### config.mk
export PLATFORM = sky130hd
export DESIGN_NAME = perclos_calc
export DESIGN_NICKNAME = d
export VERILOG_FILES = /design/src/rtl/perclos_calc.sv
export SDC_FILE = /design/constraint.sdc
export NUM_CORES = 1
export LEC_CHECK = 0
export ABC_AREA = 1
export CORE_MARGIN = 8
export CORE_UTILIZATION = 30
export CTS_CLUSTER_DIAMETER = 50
export DETAILED_ROUTE_END_ITERATION = 12
export GPL_TIMING_DRIVEN = 1
export SYNTH_ARGS = -nofsm -noshare
export SYNTH_HDL_FRONTEND = slang
export SYNTH_SLANG_ARGS = --single-unit
export TNS_END_PERCENT = 5
### constraint.sdc
create_clock -name module_clk -period 3.08 [get_ports module_clk]
set_input_delay 0.462 -clock module_clk [delete_from_list [all_inputs] [get_ports module_clk]]
set_output_delay 0.462 -clock module_clk [all_outputs]
set_load 0.03 [all_outputs]
### src/rtl/perclos_calc.sv
// PERCLOS (P80) fatigue metric: calibrates an open-eye reference, classifies each frame,
// keeps a sliding window of closed flags and divides to a percentage with hysteretic alarm.
module perclos_calc #(
  parameter int unsigned WIN        = 60,
  parameter int unsigned CAL_FRAMES = 32,
  parameter int unsigned ALARM_PCT  = 40,
  parameter int unsigned HYST_PCT   = 10,
  parameter int unsigned LONG_CLOSE = 45
) (
  input  logic        module_clk,
  input  logic        module_rst_n,
  input  logic [10:0] lcd_pixel_xpos,
  input  logic [10:0] lcd_pixel_ypos,
  input  logic [10:0] eye1_high,
  input  logic [10:0] eye2_high,
  input  logic        eye_valid,
  output logic [10:0] eye_open_ref,
  output logic        cal_done,
  output logic        eye_closed,
  output logic [7:0]  closed_cnt,
  output logic [6:0]  perclos_pct,
  output logic        perclos_valid,
  output logic        fatigue_alarm,
  output logic        microsleep
);

  localparam int unsigned HW  = 11;
  localparam int unsigned CW  = 8;
  localparam int unsigned PW  = 7;
  localparam int unsigned MW  = 14;
  localparam int unsigned DW  = 15;
  localparam int unsigned QCW = 4;

  typedef enum logic {S_CAL = 1'b0, S_RUN = 1'b1} state_t;

  state_t          r_state;
  state_t          w_state_nxt;
  logic            w_in_cal;
  logic            w_in_run;

  logic [HW-1:0]   r_ref;
  logic [CW-1:0]   r_cal_cnt;
  logic            r_cal_done;
  logic            r_eye_closed;
  logic            r_cls_pend;
  logic            r_win_pend;
  logic [WIN-1:0]  r_win;
  logic [CW-1:0]   r_fill;
  logic [CW-1:0]   r_closed_cnt;
  logic [CW-1:0]   r_consec;
  logic            r_microsleep;

  logic            r_div_busy;
  logic [QCW-1:0]  r_div_cnt;
  logic [DW-1:0]   r_div_dvd;
  logic [CW-1:0]   r_div_rem;
  logic [PW-2:0]   r_div_q;
  logic [PW-1:0]   r_pct;
  logic            r_pvalid;
  logic            r_alarm;

  logic            w_strobe;
  logic            w_frame;
  logic [HW-1:0]   w_h;
  logic [HW-1:0]   w_ref_nxt;
  logic [MW-1:0]   w_h5;
  logic            w_closed_c;
  logic            w_cal_last;
  logic [CW-1:0]   w_consec_nxt;
  logic [CW:0]     w_rem_sh;
  logic            w_ge;
  logic [CW-1:0]   w_rem_nxt;
  logic [PW-1:0]   w_q_nxt;

  assign w_strobe   = (lcd_pixel_xpos == 11'd1) && (lcd_pixel_ypos == 11'd1);
  assign w_frame    = w_strobe && eye_valid;
  assign w_h        = (eye1_high >= eye2_high) ? eye1_high : eye2_high;
  assign w_ref_nxt  = (w_h > r_ref) ? w_h : r_ref;
  assign w_h5       = MW'(w_h) * MW'(5);
  assign w_closed_c = (r_ref != '0) && (w_h5 <= MW'(r_ref));
  assign w_cal_last = (r_cal_cnt == CW'(CAL_FRAMES - 1));

  // FSM: state register
  always_ff @(posedge module_clk or negedge module_rst_n) begin
    if (!module_rst_n) r_state <= S_CAL;
    else               r_state <= w_state_nxt;
  end

  // FSM: next state
  always_comb begin
    w_state_nxt = r_state;
    if (r_state == S_CAL && w_frame && w_cal_last) w_state_nxt = S_RUN;
  end

  // FSM: decoded state
  always_comb begin
    w_in_cal = 1'b0;
    w_in_run = 1'b0;
    if (r_state == S_CAL) w_in_cal = 1'b1;
    else                  w_in_run = 1'b1;
  end

  // Reference tracking, calibration count and classification at the frame strobe
  always_ff @(posedge module_clk or negedge module_rst_n) begin
    if (!module_rst_n) begin
      r_ref        <= '0;
      r_cal_cnt    <= '0;
      r_cal_done   <= 1'b0;
      r_eye_closed <= 1'b0;
      r_cls_pend   <= 1'b0;
    end else begin
      r_cls_pend <= w_frame && w_in_run;
      if (w_frame) begin
        r_ref <= w_ref_nxt;
        if (w_in_cal) begin
          r_cal_cnt <= r_cal_cnt + CW'(1);
          if (w_cal_last) r_cal_done <= 1'b1;
        end else begin
          r_eye_closed <= w_closed_c;
        end
      end
    end
  end

  assign w_consec_nxt = !r_eye_closed ? '0 :
                        (r_consec == '1) ? r_consec : r_consec + CW'(1);

  // Sliding window, closed count and consecutive-closure tracking
  always_ff @(posedge module_clk or negedge module_rst_n) begin
    if (!module_rst_n) begin
      r_win        <= '0;
      r_fill       <= '0;
      r_closed_cnt <= '0;
      r_consec     <= '0;
      r_microsleep <= 1'b0;
      r_win_pend   <= 1'b0;
    end else begin
      r_win_pend <= r_cls_pend;
      if (r_cls_pend) begin
        r_win        <= {r_win[WIN-2:0], r_eye_closed};
        r_consec     <= w_consec_nxt;
        r_microsleep <= (w_consec_nxt >= CW'(LONG_CLOSE));
        if (r_fill < CW'(WIN)) begin
          r_fill       <= r_fill + CW'(1);
          r_closed_cnt <= r_closed_cnt + CW'(r_eye_closed);
        end else begin
          r_closed_cnt <= r_closed_cnt + CW'(r_eye_closed) - CW'(r_win[WIN-1]);
        end
      end
    end
  end

  // Restoring division step: remainder stays below WIN so fits in CW bits
  assign w_rem_sh  = {r_div_rem, r_div_dvd[DW-1]};
  assign w_ge      = (w_rem_sh >= (CW+1)'(WIN));
  assign w_rem_nxt = w_ge ? CW'(w_rem_sh - (CW+1)'(WIN)) : w_rem_sh[CW-1:0];
  assign w_q_nxt   = {r_div_q, w_ge};

  // Sequential divider, percentage output and hysteretic alarm
  always_ff @(posedge module_clk or negedge module_rst_n) begin
    if (!module_rst_n) begin
      r_div_busy <= 1'b0;
      r_div_cnt  <= '0;
      r_div_dvd  <= '0;
      r_div_rem  <= '0;
      r_div_q    <= '0;
      r_pct      <= '0;
      r_pvalid   <= 1'b0;
      r_alarm    <= 1'b0;
    end else begin
      r_pvalid <= 1'b0;
      if (r_div_busy) begin
        r_div_dvd <= {r_div_dvd[DW-2:0], 1'b0};
        r_div_rem <= w_rem_nxt;
        r_div_q   <= w_q_nxt[PW-2:0];
        r_div_cnt <= r_div_cnt + QCW'(1);
        if (r_div_cnt == QCW'(DW - 1)) begin
          r_div_busy <= 1'b0;
          r_pct      <= w_q_nxt;
          r_pvalid   <= 1'b1;
          if (w_q_nxt >= PW'(ALARM_PCT))                r_alarm <= 1'b1;
          else if (w_q_nxt < PW'(ALARM_PCT - HYST_PCT)) r_alarm <= 1'b0;
        end
      end else if (r_win_pend && (r_fill == CW'(WIN))) begin
        r_div_busy <= 1'b1;
        r_div_cnt  <= '0;
        r_div_dvd  <= DW'(r_closed_cnt) * DW'(100);
        r_div_rem  <= '0;
        r_div_q    <= '0;
      end
    end
  end

  assign eye_open_ref  = r_ref;
  assign cal_done      = r_cal_done;
  assign eye_closed    = r_eye_closed;
  assign closed_cnt    = r_closed_cnt;
  assign perclos_pct   = r_pct;
  assign perclos_valid = r_pvalid;
  assign fatigue_alarm = r_alarm;
  assign microsleep    = r_microsleep;

endmodule

==> impl_metrics.json <==
{
  "status": "complete, but fails checks",
  "violations": "setup timing",
  "yosysMostFrequentCell": "nand2_1",
  "grt_pass1_wl_mm": 36.1,
  "cp_top_family": "simple AND/OR/NAND/NOR gates",
  "hold_ws_ns": 0.0218,
  "vias": 7663,
  "cp_max_fo": 5,
  "synthTopCellsByArea": "dfrtp_1, ha_1, nand2_1, inv_1, o21ai_0",
  "setup.worst_path.start": "eye1_high[3]",
  "final_max_slew_viol_count": 0,
  "yosys_warnings": 0,
  "post_drt_wl_per_cell_um": 12.4,
  "fin_crit_ns": 3.60,
  "cts_buffers": 17,
  "dp_slack_ns": -1.37,
  "setup_viol": 12,
  "cts_sinks": 150,
  "cts_tree": "yes",
  "rr_worst_depth": 14,
  "p_int_mw": 3.78,
  "cp.buffers_inverters": 4,
  "place.detailed.hpwl_mm": 15.0,
  "synthTopCellsByCount": "nand2_1, dfrtp_1, inv_1",
  "synth-edff-count": 0,
  "num_io_pins": 78,
  "utilization_pct": 41.1,
  "die_x_um": 189,
  "drt_iter0_drc": 406,
  "cp_slowest_stage_delay_ns": 0.29,
  "clk_pin_slew_ns": 0.06,
  "worst_hold_path_type": "in -> async",
  "ys_seq_elements": 150,
  "clock_path_buffers": 2,
  "numPortBuffers": 77,
  "routed_wl_mm": 20.8,
  "overflow": 0,
  "grt_pass1_vias": 7768,
  "seq_area_frac_synth_pct": 41.9,
  "place_area_um2": 10800,
  "critical_path_arrival_ns": 3.96,
  "final_antenna_net_count": 0,
  "root_buffer": "clkbuf_16",
  "maxCapViolations": 0,
  "yosysTopAreaCell": "dfrtp_1",
  "power_mw": 5.24,
  "synthCells": 1095,
  "clock_latency_ns": 0.42,
  "max_slew_margin_pct": 57.9,
  "p_per_area_nw_per_um2": 432,
  "vias_per_cell": 4.59,
  "fin_nets": 1407,
  "drc_errors": 0,
  "antenna_found_initial": 0,
  "crit_path_frequent_cell": "nand2_1",
  "die_area_um2": 35700,
  "path_depth": 30,
  "p_sw_share_pct": 27.9,
  "comb_power_share_pct": 21.2,
  "syn2layout_area_growth_pct": 35.4,
  "fmax_mhz": 278,
  "hold_viol_final": 0,
  "irDropWorstVdd_mv": 0.457,
  "syn_area_um2": 8960,
  "synth.avg_cell_area_um2": 8.19,
  "worst_clock_skew_ns": 0.0126,
  "r2r-start": "closed_cnt[2]$_DFFE_PN0P_",
  "switchingPower_mw": 1.46,
  "final-instance-count-excl-fill": 1671,
  "p_seq_share_pct": 37.6,
  "drt_first_pass_iters": 4,
  "gp_congestion": 0.851,
  "p_leak_nw": 5.80,
  "dp.cells": 1605,
  "crit_path_end_kind": "flop",
  "timing.final.crit_share_pct": 117,
  "synth_top_area_share_pct": 41.9,
  "core_area_um2": 29600,
  "finalSetupTns_ns": -3.40,
  "cp-start-kind": "input port",
  "required_ns": 3.44,
  "power_frac_clock_pct": 41.2,
  "final.setup.worst_slack_ns": -0.518,
  "postLayoutCellArea_um2": 12100,
  "critPathSlowestCell": "ha_4",
  "rsz0062_at_grt": "true",
  "rows": 63,
  "crit_type": "in -> reg",
  "die_height_um": 189,
  "grt_max_degree": 66,
  "synth_flop_cell": "dfrtp_1",
  "antenna_cells": 0,
  "yosysUniqueCellTypes": 48,
  "track_usage_pct": 11.9,
  "synthArstFlopShare_pct": 100,
  "worst_slew_pin_slew_ns": 0.632,
  "htree_levels": 4,
  "drive_above_1_share_pct": 24.4,
  "syn-num-nets": 1234,
  "initial_core_util_pct": 30.3
}
-- placed cells by master, fill, tap and decap left out, types with 8 or more instances in the layout --
| master | netlist | layout |
|---|---|---|
| a21oi_1 | 35 | 28 |
| buf_2 | 6 | 15 |
| buf_4 | 1 | 91 |
| buf_6 | 1 | 12 |
| clkbuf_16 | 0 | 17 |
| clkdlybuf4s50_1 | 0 | 54 |
| dfrtp_1 | 150 | 147 |
| ha_1 | 88 | 63 |
| ha_4 | 0 | 25 |
| inv_1 | 148 | 131 |
| inv_2 | 5 | 20 |
| nand2_1 | 276 | 248 |
| nand2_2 | 13 | 35 |
| nand3_1 | 34 | 29 |
| nand4_1 | 20 | 20 |
| nor2_1 | 73 | 70 |
| nor3_1 | 9 | 8 |
| o21ai_0 | 80 | 79 |
| o21ai_1 | 26 | 25 |
| o21ai_2 | 17 | 11 |
| o21ai_4 | 0 | 8 |
| o22ai_1 | 13 | 13 |
| xnor2_1 | 9 | 8 |
| xor2_1 | 15 | 15 |
-- metal layers --
layer	share of wire (%)	track usage [%]	wire [um]
met5	0	0	0
met4	1.3	2.98	263
met3	4.6	3.31	954
met2	47	19.7	9760
met1	47	15.0	9800
-- kinds of logic (layout without fill, tap and decap cells) --
family	count (synthesis)	count (layout)	synth area share, %
XOR/XNOR	24	24	2.35
AND/OR/NAND/NOR	457	457	22.3
adder cells (fa/ha/maj)	92	92	13.2
AO/OA/AOI/OAI	189	189	12.0
flip-flops	150	150	41.9
buffers and inverters	183	369	8.24
-- flip-flops by register name, indices dropped and copies added (netlist names) --
name           flops
cal_done           1
closed_cnt         8
eye_closed         1
eye_open_ref      11
fatigue_alarm      1
microsleep         1
perclos_pct        7
perclos_valid      1
r_cal_cnt          8
r_cls_pend         1
r_consec           8
r_div_busy         1
r_div_cnt          4
r_div_dvd         13
r_div_q            6
r_div_rem          8
r_fill             8
r_state            1
r_win             60
r_win_pend         1
-- power by group through the flow --
stage | clock network, mW | logic [mW] | registers, mW
4_1_cts | 2.21 | 1.00 | 1.97
6_report | 2.16 | 1.11 | 1.97
3_3_place_gp | 0 | 0.787 | 2.01
2_1_floorplan | 0 | 0.454 | 2.01
3_5_place_dp | 0 | 0.796 | 2.01
5_1_grt | 2.31 | 1.22 | 1.97
-- layout make-up --
| class | count | area, um^2 |
|---|---|---|
| Sequential cell | 150 | 3760 |
| Clock inverter | 15 | 189 |
| Multi-Input combinational cell | 762 | 5060 |
| Timing Repair Buffer | 184 | 1630 |
| Clock buffer | 17 | 425 |
| Tap cell | 390 | 488 |
| Fill cell | 2964 | 17400 |
| Inverter | 153 | 582 |
-- what timing repair did --
action | 4_1_cts | 5_1_grt
setup endpoints to repair | 12 | 14
hold buffers | 0 | 0
gates resized for setup | 135 | 46
pin swaps | 61 | 43
gates cloned | 3 | 0
setup buffers | 27 | 4
-- path summary, 6_finish.rpt --
| path | endpoint | slack, ns |
|---|---|---|
| worst max-delay path | eye_closed$_DFFE_PN0P_ | -0.52 |
| worst min-delay path | closed_cnt[6]$_DFFE_PN0P_ | 0.02 |
| worst max register to register | r_div_dvd[11]$_DFFE_PN0P_ | 0.23 |
| worst min register to register | r_fill[6]$_DFFE_PN0P_ | 0.40 |
| max in group asynchronous | r_win[27]$_DFFE_PN0P_ | 2.30 |
| min in group module_clk | r_fill[6]$_DFFE_PN0P_ | 0.40 |
-- worst register-to-register path: cells and delay by family (launching register included) --
family	cells	cell delay, ns
AOI/OAI and AO/OA	2	0.31
adders and majority gates	4	1.43
buffers and inverters	2	0.09
DFF	1	0.46
and+or+nand+nor	6	0.48
Power figures use the tool's default switching activity.
